`src/rtl/sb_param_cfg_pkg.sv`:
```
// Shared definitions for the parameterised switch block: routing-mux
// select encodings and the configuration-control FSM state type.
package sb_param_cfg_pkg;

    // 2-bit select encoding used by every routing mux
    localparam logic [1:0] SEL_OFF      = 2'd0;  // drive constant 0
    localparam logic [1:0] SEL_STRAIGHT = 2'd1;  // same-index track of the other channel
    localparam logic [1:0] SEL_DIAG     = 2'd2;  // next-index track (wraps) of the other channel
    localparam logic [1:0] SEL_PIN      = 2'd3;  // grid pin, index folded by GRID_PINS

    // Configuration-load progress: IDLE (nothing shifted), LOADING (partial),
    // READY (exactly one full word), OVER (too many bits, needs reset)
    typedef enum logic [1:0] {
        ST_IDLE    = 2'd0,
        ST_LOADING = 2'd1,
        ST_READY   = 2'd2,
        ST_OVER    = 2'd3
    } cfg_state_t;

endpackage

```
`src/rtl/sb_param_mux4.sv`:
```
// One 4:1 routing mux of the switch block, controlled by a 2-bit select.
module sb_param_mux4
    import sb_param_cfg_pkg::*;
(
    input  logic [1:0] sel,
    input  logic       straight,
    input  logic       diag,
    input  logic       pin,
    output logic       out
);

    // Pick the source named by the select code; SEL_OFF yields 0
    always_comb begin
        out = 1'b0;
        case (sel)
            SEL_STRAIGHT: out = straight;
            SEL_DIAG:     out = diag;
            SEL_PIN:      out = pin;
            default:      out = 1'b0;
        endcase
    end

endmodule

```
`src/rtl/sb_param_cfg.sv`:
```
// Parameterised switch block with a shadow/active configuration pair.
// Configuration is shifted serially into the shadow register and only
// copied to the active register by a commit that follows an exact-length
// load, so the routing never glitches while a new word is being shifted.
module sb_param_cfg
    import sb_param_cfg_pkg::*;
#(
    parameter int CHAN_W    = 5,
    parameter int GRID_PINS = 2
) (
    input  logic                 prog_clk,
    input  logic                 pReset,
    input  logic [CHAN_W-1:0]    chany_bottom_in,
    input  logic [CHAN_W-1:0]    chanx_left_in,
    input  logic [GRID_PINS-1:0] bottom_grid_pin,
    input  logic [GRID_PINS-1:0] left_grid_pin,
    input  logic                 ccff_head,
    input  logic                 cfg_shift,
    input  logic                 cfg_commit,
    output logic [CHAN_W-1:0]    chany_bottom_out,
    output logic [CHAN_W-1:0]    chanx_left_out,
    output logic                 ccff_tail,
    output logic                 cfg_full,
    output logic                 cfg_err
);

    // Two select bits per output mux, 2*CHAN_W muxes
    localparam int CFG_BITS = 4 * CHAN_W;
    // Counter must reach CFG_BITS+1 (overshift marker)
    localparam int CNT_W    = $clog2(CFG_BITS + 2);

    localparam logic [CNT_W-1:0] CNT_LAST = CNT_W'(CFG_BITS - 1);
    localparam logic [CNT_W-1:0] CNT_FULL = CNT_W'(CFG_BITS);
    localparam logic [CNT_W-1:0] CNT_OVER = CNT_W'(CFG_BITS + 1);

    logic [CFG_BITS-1:0] shadow_reg;
    logic [CFG_BITS-1:0] active_reg;
    logic [CNT_W-1:0]    cnt_reg;
    logic                err_reg;
    cfg_state_t          state_reg;
    cfg_state_t          state_next;
    logic                commit_ok;

    // A commit is honoured only on an idle-shift cycle with exactly one full word loaded
    assign commit_ok = cfg_commit & ~cfg_shift & cfg_full;

    assign cfg_full  = (cnt_reg == CNT_FULL);
    assign ccff_tail = shadow_reg[CFG_BITS-1];
    assign cfg_err   = err_reg;

    // Serial shadow chain: new bit enters at LSB, MSB feeds the next block
    always_ff @(posedge prog_clk or negedge pReset) begin
        if (!pReset) begin
            shadow_reg <= '0;
        end else if (cfg_shift) begin
            shadow_reg <= {shadow_reg[CFG_BITS-2:0], ccff_head};
        end
    end

    // Bit counter: counts shifts, sticks at the overshift value, clears on a good commit
    always_ff @(posedge prog_clk or negedge pReset) begin
        if (!pReset) begin
            cnt_reg <= '0;
        end else if (cfg_shift) begin
            if (cnt_reg != CNT_OVER) begin
                cnt_reg <= cnt_reg + 1'b1;
            end
        end else if (commit_ok) begin
            cnt_reg <= '0;
        end
    end

    // Active configuration only ever changes on a valid commit
    always_ff @(posedge prog_clk or negedge pReset) begin
        if (!pReset) begin
            active_reg <= '0;
        end else if (commit_ok) begin
            active_reg <= shadow_reg;
        end
    end

    // Sticky rejected-commit flag, cleared by the next accepted commit
    always_ff @(posedge prog_clk or negedge pReset) begin
        if (!pReset) begin
            err_reg <= 1'b0;
        end else if (commit_ok) begin
            err_reg <= 1'b0;
        end else if (cfg_commit) begin
            err_reg <= 1'b1;
        end
    end

    // Control FSM state register
    always_ff @(posedge prog_clk or negedge pReset) begin
        if (!pReset) begin
            state_reg <= ST_IDLE;
        end else begin
            state_reg <= state_next;
        end
    end

    // Next-state logic tracking load progress; OVER is left only via reset
    always_comb begin
        state_next = state_reg;
        case (state_reg)
            ST_IDLE: begin
                if (cfg_shift) state_next = ST_LOADING;
            end
            ST_LOADING: begin
                if (cfg_shift && (cnt_reg == CNT_LAST)) state_next = ST_READY;
            end
            ST_READY: begin
                if (cfg_shift)      state_next = ST_OVER;
                else if (commit_ok) state_next = ST_IDLE;
            end
            default: begin
                state_next = ST_OVER;
            end
        endcase
    end

    // Routing muxes: index gi drives bottom output gi, index gi+CHAN_W drives left output gi
    genvar gi;
    generate
        for (gi = 0; gi < CHAN_W; gi++) begin : g_mux
            sb_param_mux4 u_bottom (
                .sel      (active_reg[2*gi+1 -: 2]),
                .straight (chanx_left_in[gi]),
                .diag     (chanx_left_in[(gi+1) % CHAN_W]),
                .pin      (bottom_grid_pin[gi % GRID_PINS]),
                .out      (chany_bottom_out[gi])
            );
            sb_param_mux4 u_left (
                .sel      (active_reg[2*(gi+CHAN_W)+1 -: 2]),
                .straight (chany_bottom_in[gi]),
                .diag     (chany_bottom_in[(gi+1) % CHAN_W]),
                .pin      (left_grid_pin[gi % GRID_PINS]),
                .out      (chanx_left_out[gi])
            );
        end
    endgenerate

endmodule

```
`config.mk`:
```
export PLATFORM = sky130hd
export DESIGN_NAME = sb_param_cfg
export DESIGN_NICKNAME = d
export VERILOG_FILES = /design/src/rtl/sb_param_cfg_pkg.sv /design/src/rtl/sb_param_mux4.sv /design/src/rtl/sb_param_cfg.sv
export SDC_FILE = /design/constraint.sdc
export NUM_CORES = 1
export LEC_CHECK = 0
export ABC_AREA = 1
export CAP_MARGIN = 0
export CORE_ASPECT_RATIO = 0.9
export CORE_MARGIN = 2
export CORE_UTILIZATION = 50
export CTS_BUF_LIST = sky130_fd_sc_hd__clkbuf_16
export CTS_CLUSTER_DIAMETER = 150
export CTS_CLUSTER_SIZE = 28
export DETAILED_ROUTE_END_ITERATION = 6
export PLACE_DENSITY = 0.74
export RECOVER_POWER = 25
export REMOVE_ABC_BUFFERS = 1
export SLEW_MARGIN = 10
export SYNTH_ARGS = -nofsm -noshare
export SYNTH_HDL_FRONTEND = slang
export SYNTH_SLANG_ARGS = --single-unit
```
`constraint.sdc`:
```
create_clock -name prog_clk -period 1.8 [get_ports prog_clk]
set_clock_uncertainty 0.2 [all_clocks]
set_input_delay 0.36 -clock prog_clk [delete_from_list [all_inputs] [get_ports prog_clk]]
set_output_delay 0.36 -clock prog_clk [all_outputs]
set_load 0.005 [all_outputs]
```
Word-level counts from Yosys, hierarchy flattened
Cells that the tools add are included.

operators by class
  add/subtract/negate cells = 1
  equal/unequal tests = 33
  multiplexer cells = 15
  bitwise operators = 3
  reduce and logical (&&, ||, !) cells = 3

operator list
  cell                                                                      number
  2-bit == test (second input constant)                                     20
  1-bit one-hot mux with 3 select lines                                     10
  2-bit by 1-bit == test with 1-bit output (second input constant)          10
  5-bit two-way mux                                                         3
  5-bit by 1-bit adder with 5-bit output (second input constant)            1
  5-bit == test (second input constant)                                     1
  5-bit inequality test (second input constant)                             1
  2-bit nonzero test                                                        2
  1-bit bitwise AND                                                         2
  1-bit two-way mux                                                         2
  2-bit by 1-bit inequality test with 1-bit output (second input constant)  1
  2-bit AND reduction                                                       1
  1-bit inverter                                                            1

storage, ports and cells
  logic and storage cells = 59
  flip-flop bits (word level) = 46
  input port bits = 19

Depth between registers and ports, before layout
Gate-level depths: netlist of the first run.

  depth after elaboration = 5
  gate-level depth with buffers = 9
  gate-level depth less buffers = 8

Cells and area by module
A second synthesis of the first run with hierarchy kept.

unflattened totals
  cell total of the unflattened synthesis = 265
  area total of the unflattened synthesis = 2217.1 sq um

modules (own cells, without submodules)
  module         area each (sq um)  seq. area each (sq um)  cells an instance  times used
  sb_param_cfg   1941.9             1151.1                  205                1
  sb_param_mux4  27.5               0.0                     6                  10

Least setup slack after synthesis of the first run
No wires, ideal clock.

  kind = register to register
  start = reg cnt_reg[0]
  end = reg active_reg[12]
  clock period less this slack = 1581 ps
  arrival time = 1258 ps
  path slack = 219 ps
  data required time = 1477 ps
  setup time = 123 ps
  buffers on the path = 2
  cell stages (with the launch flop) = 10
  path through = dfrtp_1 -> inv_1 -> ha_1 -> nand3_4 -> nor2_4 -> nand2_2 -> buf_6 -> buf_6 -> nand2_2 -> o21ai_2

between the ends
  word-level cells in the longest chain between the ends = 2

RTL lines
  item                    line                text
  start, declared         sb_param_cfg.sv:38  logic [CNT_W-1:0] cnt_reg;
  start signal, assigned  sb_param_cfg.sv:66  cnt_reg <= cnt_reg + 1'b1;
  5-bit == test           sb_param_cfg.sv:47  assign cfg_full = (cnt_reg == CNT_FULL);
  net cfg_full            sb_param_cfg.sv:23  output logic cfg_full,
  1-bit bitwise AND       sb_param_cfg.sv:45  assign commit_ok = cfg_commit & ~cfg_shift & cfg_full;
  end signal, assigned    sb_param_cfg.sv:78  active_reg <= shadow_reg;
  end, declared           sb_param_cfg.sv:37  logic [CFG_BITS-1:0] active_reg;

The timed path passes the listed nets, and every way through them passes these cells.
A chain may end at the register's enable or synchronous reset.

Final worst setup path of the first run
  start = in chanx_left_in[3]
  end = out chany_bottom_out[2]

between the ends
  word-level cells in the longest chain between the ends = 1

RTL lines
  item                                   line                 text
  start, declared                        sb_param_cfg.sv:14   input logic [CHAN_W-1:0] chanx_left_in,
  1-bit one-hot mux with 3 select lines  sb_param_mux4.sv:15  case (sel)
  end, declared                          sb_param_cfg.sv:20   output logic [CHAN_W-1:0] chany_bottom_out,

No other way between the ends.

==> flow_summary_export.csv, run 1 <==
group,metric,value,unit
status,run_status,"complete, no violations",
synthesis,yosys_warnings,0,
route,routedWlPerCell,12.1,um
clock_network,clk_pin_slew,60,ps
synthesis,yosys.area_share.simple,0.170,
worst_setup_path,worst-path-max-fanout,2,
timing,min_tclk_post_route,1770,ps
finish,n_antenna_cell,0,
min_path,holdCritPathClass,"flip-flop to flip-flop",
worst_setup_path,regToRegEndpoint,"cnt_reg[1]$_DFFE_PN0P_",
clock_network,cts.htree.levels,2,
route,drt_pass_1_iters,4,
timing,timing.final.setup_violations,0,
worst_setup_path,worstSetupPathType,"input port to primary output",
route,detailedRoute.firstIterationViolations,79,
synthesis,yosys.area_share.xor_xnor,0,
synthesis,synth_cell_type_count,21,
worst_setup_path,worst_reg_to_reg_path_cell_count,9,
timing,final.period_utilization,0.982,
worst_setup_path,startpoint_type,"input port",
route,drt.antenna.violating_nets,0,
worst_setup_path,reg2reg_setup_slack,150,ps
timing,maxClockFrequency,566,MHz
floorplan,fp.coreArea,0.00446,mm^2
global_route,globalRouteTotalUtil,0.190,
global_route,grt_antenna_before_repair,0,
placed_design,globalplace.congestion,0.834,
global_route,largest_net_degree_at_the_start_of_global_routing,37,
synthesis,post_synthesis_instance_area,0.00231,mm^2
finish,layout.filler_cells,397,
global_route,global_route_wire_length_before_repair,7280,um
worst_setup_path,worst_setup_path_endpoint,"chany_bottom_out[2]",
timing,tightestPinTransition,427,ps
floorplan,floorplan.die.height,68.5,um
route,vias,1744,
synthesis,synth_mux_area_frac,0,
finish,final_std_cells_w_o_fill,360,
synthesis,postSynthAreaPerCell,8.89,um^2
worst_setup_path,timing.critical_path.from,"chanx_left_in[3]",
floorplan,number_of_placed_i_o_pins,32,
synthesis,ys_seq_elements,46,
timing,rsz_0062_raised_after_global_routing,"no",
power_and_ir_drop,power_per_cell_area,851,mW/mm^2
worst_setup_path,worst_ep_arrival_time,1210,ps
floorplan,die_width,75.7,um
placed_design,io_buffers,31,
synthesis,yosysSeqAreaShare,0.498,
finish,proportion_of_layout_cells_with_a_drive_suffix_above_1,0.272,
placed_design,dp_hpwl,3110,um
flow_run,cap_viol_max_count,0,
clock_network,clock_sink_count,46,
clock_network,cts_made_buffers,5,
placed_design,place_inst,349,
clock_network,skew_pair_late_insertion_delay,280,ps
synthesis,synth_fa_ha_area_frac,0.0162,
route,detail_route.drc_violations,0,
worst_setup_path,required,1240,ps
finish,synthToLayoutAreaGrowth,23.1,%
clock_network,cts-root-to-sink-buffers,2,
synthesis,asyncSetResetFlopFracSynth,1.00,
placed_design,total_placed_instance_area,0.00271,mm^2
synthesis,ys_dominant_reg_cell,"sky130_fd_sc_hd__dfrtp_1",
synthesis,netlist_instances,260,
power_and_ir_drop,vdd_drop_max,699,uV
worst_setup_path,critical_path.endpoint_type,"primary output",
timing,timing.final.max_slew_violations,0,
floorplan,standard_cell_row_count,23,
power_and_ir_drop,leakage,1.40,nW
floorplan,die_area,0.00518,mm^2
floorplan,floorplan.initialDensity,0.518,
synthesis,compound_gate_fraction_of_synth_area,0.189,
global_route,via_count_of_the_first_global_routing_pass,1712,
route,avg_vias_per_cell,4.84,
timing,max-slew-margin-rel,0.715,
clock_network,tritoncts_clock_tree,"built",
worst_setup_path,critical_path.reg2reg.startpoint,"cnt_reg[1]$_DFFE_PN0P_",
global_route,grt_overflow,0,
route,drt-total-wl,4370,um
synthesis,synth-edff-count,0,
timing,number_of_failing_hold_endpoints_at_the_final_stage,0,
synthesis,synth_top_family_by_area,"compound AO/OA/AOI/OAI gates",
clock_network,root_buffer,"sky130_fd_sc_hd__clkbuf_16",
finish,final_area,0.00285,mm^2
finish,final_core_util,0.638,
finish,design.final.nets,319,
where the power goes:
group / switching (mW) / total [mW] / internal (mW)
Clock: 0.364 / 1.01 / 0.644
Sequential: 0.0377 / 1.15 / 1.11
Combinational: 0.157 / 0.267 / 0.109
final cells by class:
type | count | area (um^2) | area share
clock buffer | 5 | 125 | 0.0440
clock inverter | 3 | 37.5 | 0.0132
inverter | 37 | 139 | 0.0488
multi-input combinational | 156 | 891 | 0.313
sequential | 46 | 1150 | 0.405
tap | 62 | 77.6 | 0.0273
timing repair buffer | 51 | 424 | 0.149
kinds of logic (layout without fill, tap and decap cells):
group,Yosys count,in the layout
fa+ha+maj,3,3
simple gates,84,84
compound gates,69,69
buf+inv,58,96
flops,46,46
critical path, stage by stage:
cell and delay [ps]:
sky130_fd_sc_hd__clkdlybuf4s50_1 480, sky130_fd_sc_hd__o21ai_1 90, sky130_fd_sc_hd__o32ai_2 120, sky130_fd_sc_hd__buf_2 160
metal layers:
layer,part of all wire,wire [um],vias up,global-route usage
met5,0,0,-,0
met4,0.019,84,0,0.0789
met3,0.035,153,7,0.0392
met2,0.49,2160,26,0.338
met1,0.45,1980,810,0.223
li1,-,-,901,-
metrics by stage:
stage / hold WS, ps / TNS, ps / total power [mW] / setup WS (ps)
after global placement: 116 / -4220 / 1.42 / -494
after CTS: 284 / 0 / 2.45 / 13.4
final: 280 / 0 / 2.42 / 32.4
after floorplan: -136 / -6090 / 1.28 / -407
after detailed placement: 122 / -4390 / 1.43 / -493
after global routing: 295 / 0 / 2.52 / 0.616
how the worst min path moves through the flow:
stage	start	cells after the start	end	slack, ps
final	shadow_reg[4]$_DFFE_PN0P_	2	shadow_reg[5]$_DFFE_PN0P_	280
after global routing	cfg_err$_DFFE_PN0P_	1	cfg_err$_DFFE_PN0P_	300
after CTS	shadow_reg[4]$_DFFE_PN0P_	2	shadow_reg[5]$_DFFE_PN0P_	280
after detailed placement	pReset	1	active_reg[18]$_DFFE_PN0P_	120
after global placement	pReset	1	active_reg[19]$_DFFE_PN0P_	120
after floorplan	pReset	0	active_reg[0]$_DFFE_PN0P_	-140
timing repair:
item / in CTS / in global routing
hold buffers: 1 / 0
setup endpoints to repair: 11 / 11
buffers inserted: 1 / 1
pin swaps: 7 / 6
hold endpoints to repair: 15 / 0
gates resized for setup: 61 / 7
cloned: 0 / 0
cells in the final DEF, fill, tap and decap left out, types with 2 or more instances in the layout:
cell,synthesis,layout
sky130_fd_sc_hd__dfrtp_1,46,46
sky130_fd_sc_hd__nand2_1,43,42
sky130_fd_sc_hd__inv_1,36,35
sky130_fd_sc_hd__o21ai_0,31,23
sky130_fd_sc_hd__o21ai_2,20,20
sky130_fd_sc_hd__nand2_2,15,16
sky130_fd_sc_hd__nor2_1,15,15
sky130_fd_sc_hd__buf_4,11,15
sky130_fd_sc_hd__a21oi_1,13,13
sky130_fd_sc_hd__buf_2,2,11
sky130_fd_sc_hd__clkdlybuf4s50_1,0,9
sky130_fd_sc_hd__o21ai_1,0,8
sky130_fd_sc_hd__nand3_1,6,6
sky130_fd_sc_hd__dlygate4sd2_1,0,6
sky130_fd_sc_hd__clkbuf_16,0,5
sky130_fd_sc_hd__inv_2,1,4
sky130_fd_sc_hd__o32ai_1,4,3
sky130_fd_sc_hd__dlymetal6s2s_1,0,3
sky130_fd_sc_hd__nand4_1,2,2
sky130_fd_sc_hd__ha_1,3,2
sky130_fd_sc_hd__dlygate4sd3_1,0,2
sky130_fd_sc_hd__buf_12,0,2
cells in the mapped netlist (3+ instances only):
| library cell | number | area, um^2 |
|---|---|---|
| sky130_fd_sc_hd__ha_1 | 3 | 37.5 |
| sky130_fd_sc_hd__buf_4 | 11 | 82.6 |
| sky130_fd_sc_hd__o32ai_1 | 4 | 35.0 |
| sky130_fd_sc_hd__buf_6 | 4 | 45.0 |
| sky130_fd_sc_hd__nor2_1 | 15 | 56.3 |
| sky130_fd_sc_hd__nand2_1 | 43 | 161 |
| sky130_fd_sc_hd__nand2_2 | 15 | 93.8 |
| sky130_fd_sc_hd__a21oi_1 | 13 | 65.1 |
| sky130_fd_sc_hd__clkbuf_1 | 4 | 15.0 |
| sky130_fd_sc_hd__nand3_1 | 6 | 30.0 |
| sky130_fd_sc_hd__o21ai_0 | 31 | 155 |
| sky130_fd_sc_hd__inv_1 | 36 | 135 |
| sky130_fd_sc_hd__dfrtp_1 | 46 | 1150 |
| sky130_fd_sc_hd__o21ai_2 | 20 | 175 |
No activity file was read; power rests on OpenSTA's default activity.
==> run 2, diff against run 1 <==
PLACE_DENSITY = 0.73   (was 0.74)
==> run 2 against run 1 <==
  * Routed wire length fell by 3.1%
  * Via count fell by 1.9%
  * Critical endpoint unchanged
  * Die area did not move
  * Combinational power fell by 3%
  * Total power fell by 0.35%
  * Register-to-register slack improved by 50 ps
  * Flip-flop and latch count did not move
  * Cell count did not move
  * Non-clock buffer count did not move
  * Clock power barely moved
  * First-iteration DRC count fell by 10%
  * Setup slack improved by 8.5 ps
==> flow_summary_export.csv, run 2 (synthesis results as in run 1) <==
group,metric,value,unit
status,run_status,"complete, no violations",
route,vias,1711,
placed_design,total_placed_instance_area,0.00271,mm^2
clock_network,cts.htree.levels,2,
finish,final_area,0.00288,mm^2
placed_design,dp_hpwl,2880,um
power_and_ir_drop,cellInternalPower,1.86,mW
power_and_ir_drop,clock_power_share,0.417,
worst_setup_path,worstSetupPathType,"flip-flop to primary output",
timing,max-slew-margin-rel,0.624,
timing,timing.final.setup_violations,0,
power_and_ir_drop,total_power,2.41,mW
clock_network,root_buffer,"sky130_fd_sc_hd__clkbuf_16",
finish,layout.filler_cells,387,
finish,final_std_cells_w_o_fill,360,
clock_network,skew_pair_late_insertion_delay,280,ps
timing,timing.final.max_slew_violations,0,
worst_setup_path,startpoint_type,"flip-flop",
floorplan,die_width,75.7,um
route,routedWlPerCell,11.8,um
floorplan,number_of_placed_i_o_pins,32,
global_route,via_count_of_the_first_global_routing_pass,1628,
finish,most-common-layout-cells,"46 x sky130_fd_sc_hd__dfrtp_1, 43 x sky130_fd_sc_hd__nand2_1, 34 x sky130_fd_sc_hd__inv_1, 22 x sky130_fd_sc_hd__o21ai_2, 22 x sky130_fd_sc_hd__o21ai_0",
timing,final.period_utilization,0.977,
placed_design,globalplace.congestion,0.739,
power_and_ir_drop,power.sequential.fraction,0.476,
placed_design,io_buffers,31,
power_and_ir_drop,power_per_cell_area,838,mW/mm^2
worst_setup_path,critical_path.endpoint_type,"primary output",
global_route,largest_net_degree_at_the_start_of_global_routing,43,
finish,synthToLayoutAreaGrowth,24.6,%
worst_setup_path,timing.critical_path.slowest_cell_delay,420,ps
floorplan,floorplan.initialDensity,0.518,
timing,min_tclk_post_route,1760,ps
worst_setup_path,worst-path-max-fanout,3,
power_and_ir_drop,vdd_drop_max,663,uV
timing,tightestPinTransition,563,ps
clock_network,clk_pin_slew,60,ps
power_and_ir_drop,leakage,1.42,nW
clock_network,tritoncts_clock_tree,"built",
floorplan,fp.coreArea,0.00446,mm^2
route,drt.antenna.violating_nets,0,
worst_setup_path,required,1240,ps
placed_design,place_inst,350,
timing,number_of_failing_hold_endpoints_at_the_final_stage,0,
finish,design.final.nets,319,
global_route,grt_overflow,0,
floorplan,die_area,0.00518,mm^2
route,drt-total-wl,4240,um
clock_network,clock_sink_count,46,
route,detail_route.drc_violations,0,
timing,rsz_0062_raised_after_global_routing,"yes",
global_route,globalRouteTotalUtil,0.186,
timing,maxClockFrequency,568,MHz
finish,final_common_cell,"sky130_fd_sc_hd__dfrtp_1",
finish,proportion_of_layout_cells_with_a_drive_suffix_above_1,0.285,
worst_setup_path,crit_path_cell_trace,"o32ai_2, buf_2",
global_route,global_route_wire_length_before_repair,7180,um
route,detailedRoute.firstIterationViolations,71,
global_route,grt_antenna_before_repair,0,
power_and_ir_drop,combPwrFrac,0.107,
floorplan,standard_cell_row_count,23,
flow_run,cap_viol_max_count,0,
route,avg_vias_per_cell,4.75,
min_path,holdCritPathClass,"input port to async pin",
worst_setup_path,critical-path-slowest-cell,"sky130_fd_sc_hd__dfrtp_1",
worst_setup_path,worst_ep_arrival_time,1200,ps
route,drt_pass_1_iters,4,
finish,n_antenna_cell,0,
clock_network,cts-root-to-sink-buffers,2,
floorplan,floorplan.die.height,68.5,um
power_and_ir_drop,switchingPower,0.555,mW
finish,multi_input_comb_area,911,um^2
finish,ff_latch_area,0.00115,mm^2
clock_network,cts_made_buffers,5,
power_and_ir_drop,power_switching_share,0.230,
[run 2: power by group through the flow]
stage | Combinational [mW] | Clock, mW | Sequential, mW
2_1_floorplan | 0.119 | 0 | 1.16
3_3_place_gp | 0.254 | 0 | 1.16
3_5_place_dp | 0.261 | 0 | 1.17
4_1_cts | 0.271 | 1.03 | 1.15
5_1_grt | 0.303 | 1.07 | 1.16
6_report | 0.259 | 1.01 | 1.15
[run 2: critical path: cells and delay by family, from the launching register on]
kind                   cells  cell delay, ps
DFF                        1             420
AOI/OAI and AO/OA          1             330
buffers and inverters      1             170
[run 2: repair_timing]
action	4_1_cts	5_1_grt
resized for setup	65	8
hold buffers	1	0
endpoints found under the hold margin	46	0
buffers inserted	0	1
pin swaps	8	3
endpoints found under the setup margin	11	6
[run 2: per-stage QoR]
step	util	TNS [ps]	hold WS, ps	setup WS (ps)
floorplan	-	-6090	-136	-407
global placement	0.608	-4210	-10.4	-509
detailed placement	0.608	-4300	-9.66	-507
CTS	0.643	0	230	0.956
global route	0.646	-3.53	272	-3.53
finish	0.646	0	243	41.0
[run 2: area by class of cell]
| class | count | area share |
|---|---|---|
| Inverter | 37 | 0.0482 |
| Clock buffer | 5 | 0.0434 |
| Tap cell | 62 | 0.0269 |
| Multi-Input combinational cell | 156 | 0.316 |
| Timing Repair Buffer | 51 | 0.152 |
| Clock inverter | 3 | 0.0130 |
| Sequential cell | 46 | 0.400 |
[run 2: final timing paths]
check / start / endpoint / slack, ps / cells past startpoint
worst max-delay path: active_reg[5]$_DFFE_PN0P_ / chany_bottom_out[2] / 40 / 2
worst min-delay path: pReset / active_reg[18]$_DFFE_PN0P_ / 240 / 2
worst max register to register: cnt_reg[1]$_DFFE_PN0P_ / cnt_reg[2]$_DFFE_PN0P_ / 200 / 8
worst min register to register: shadow_reg[1]$_DFFE_PN0P_ / shadow_reg[2]$_DFFE_PN0P_ / 280 / 2
max in group asynchronous: pReset / cnt_reg[4]$_DFFE_PN0P_ / 300 / 3
min in group prog_clk: shadow_reg[1]$_DFFE_PN0P_ / shadow_reg[2]$_DFFE_PN0P_ / 280 / 2
[run 2: metal layers]
metal	global-route usage	share of wire	wire length, um
met1	0.238	0.47	1980
met2	0.311	0.48	2020
met3	0.0422	0.047	200
met4	0.0636	0.0092	39
met5	0	0	0
==> run 3, diff against run 2 <==
CAP_MARGIN = unset   (was 0)
CTS_CLUSTER_SIZE = unset   (was 28)
==> results of run 3 <==
The final DEF is identical to that of run 2; final timing and power are the same.
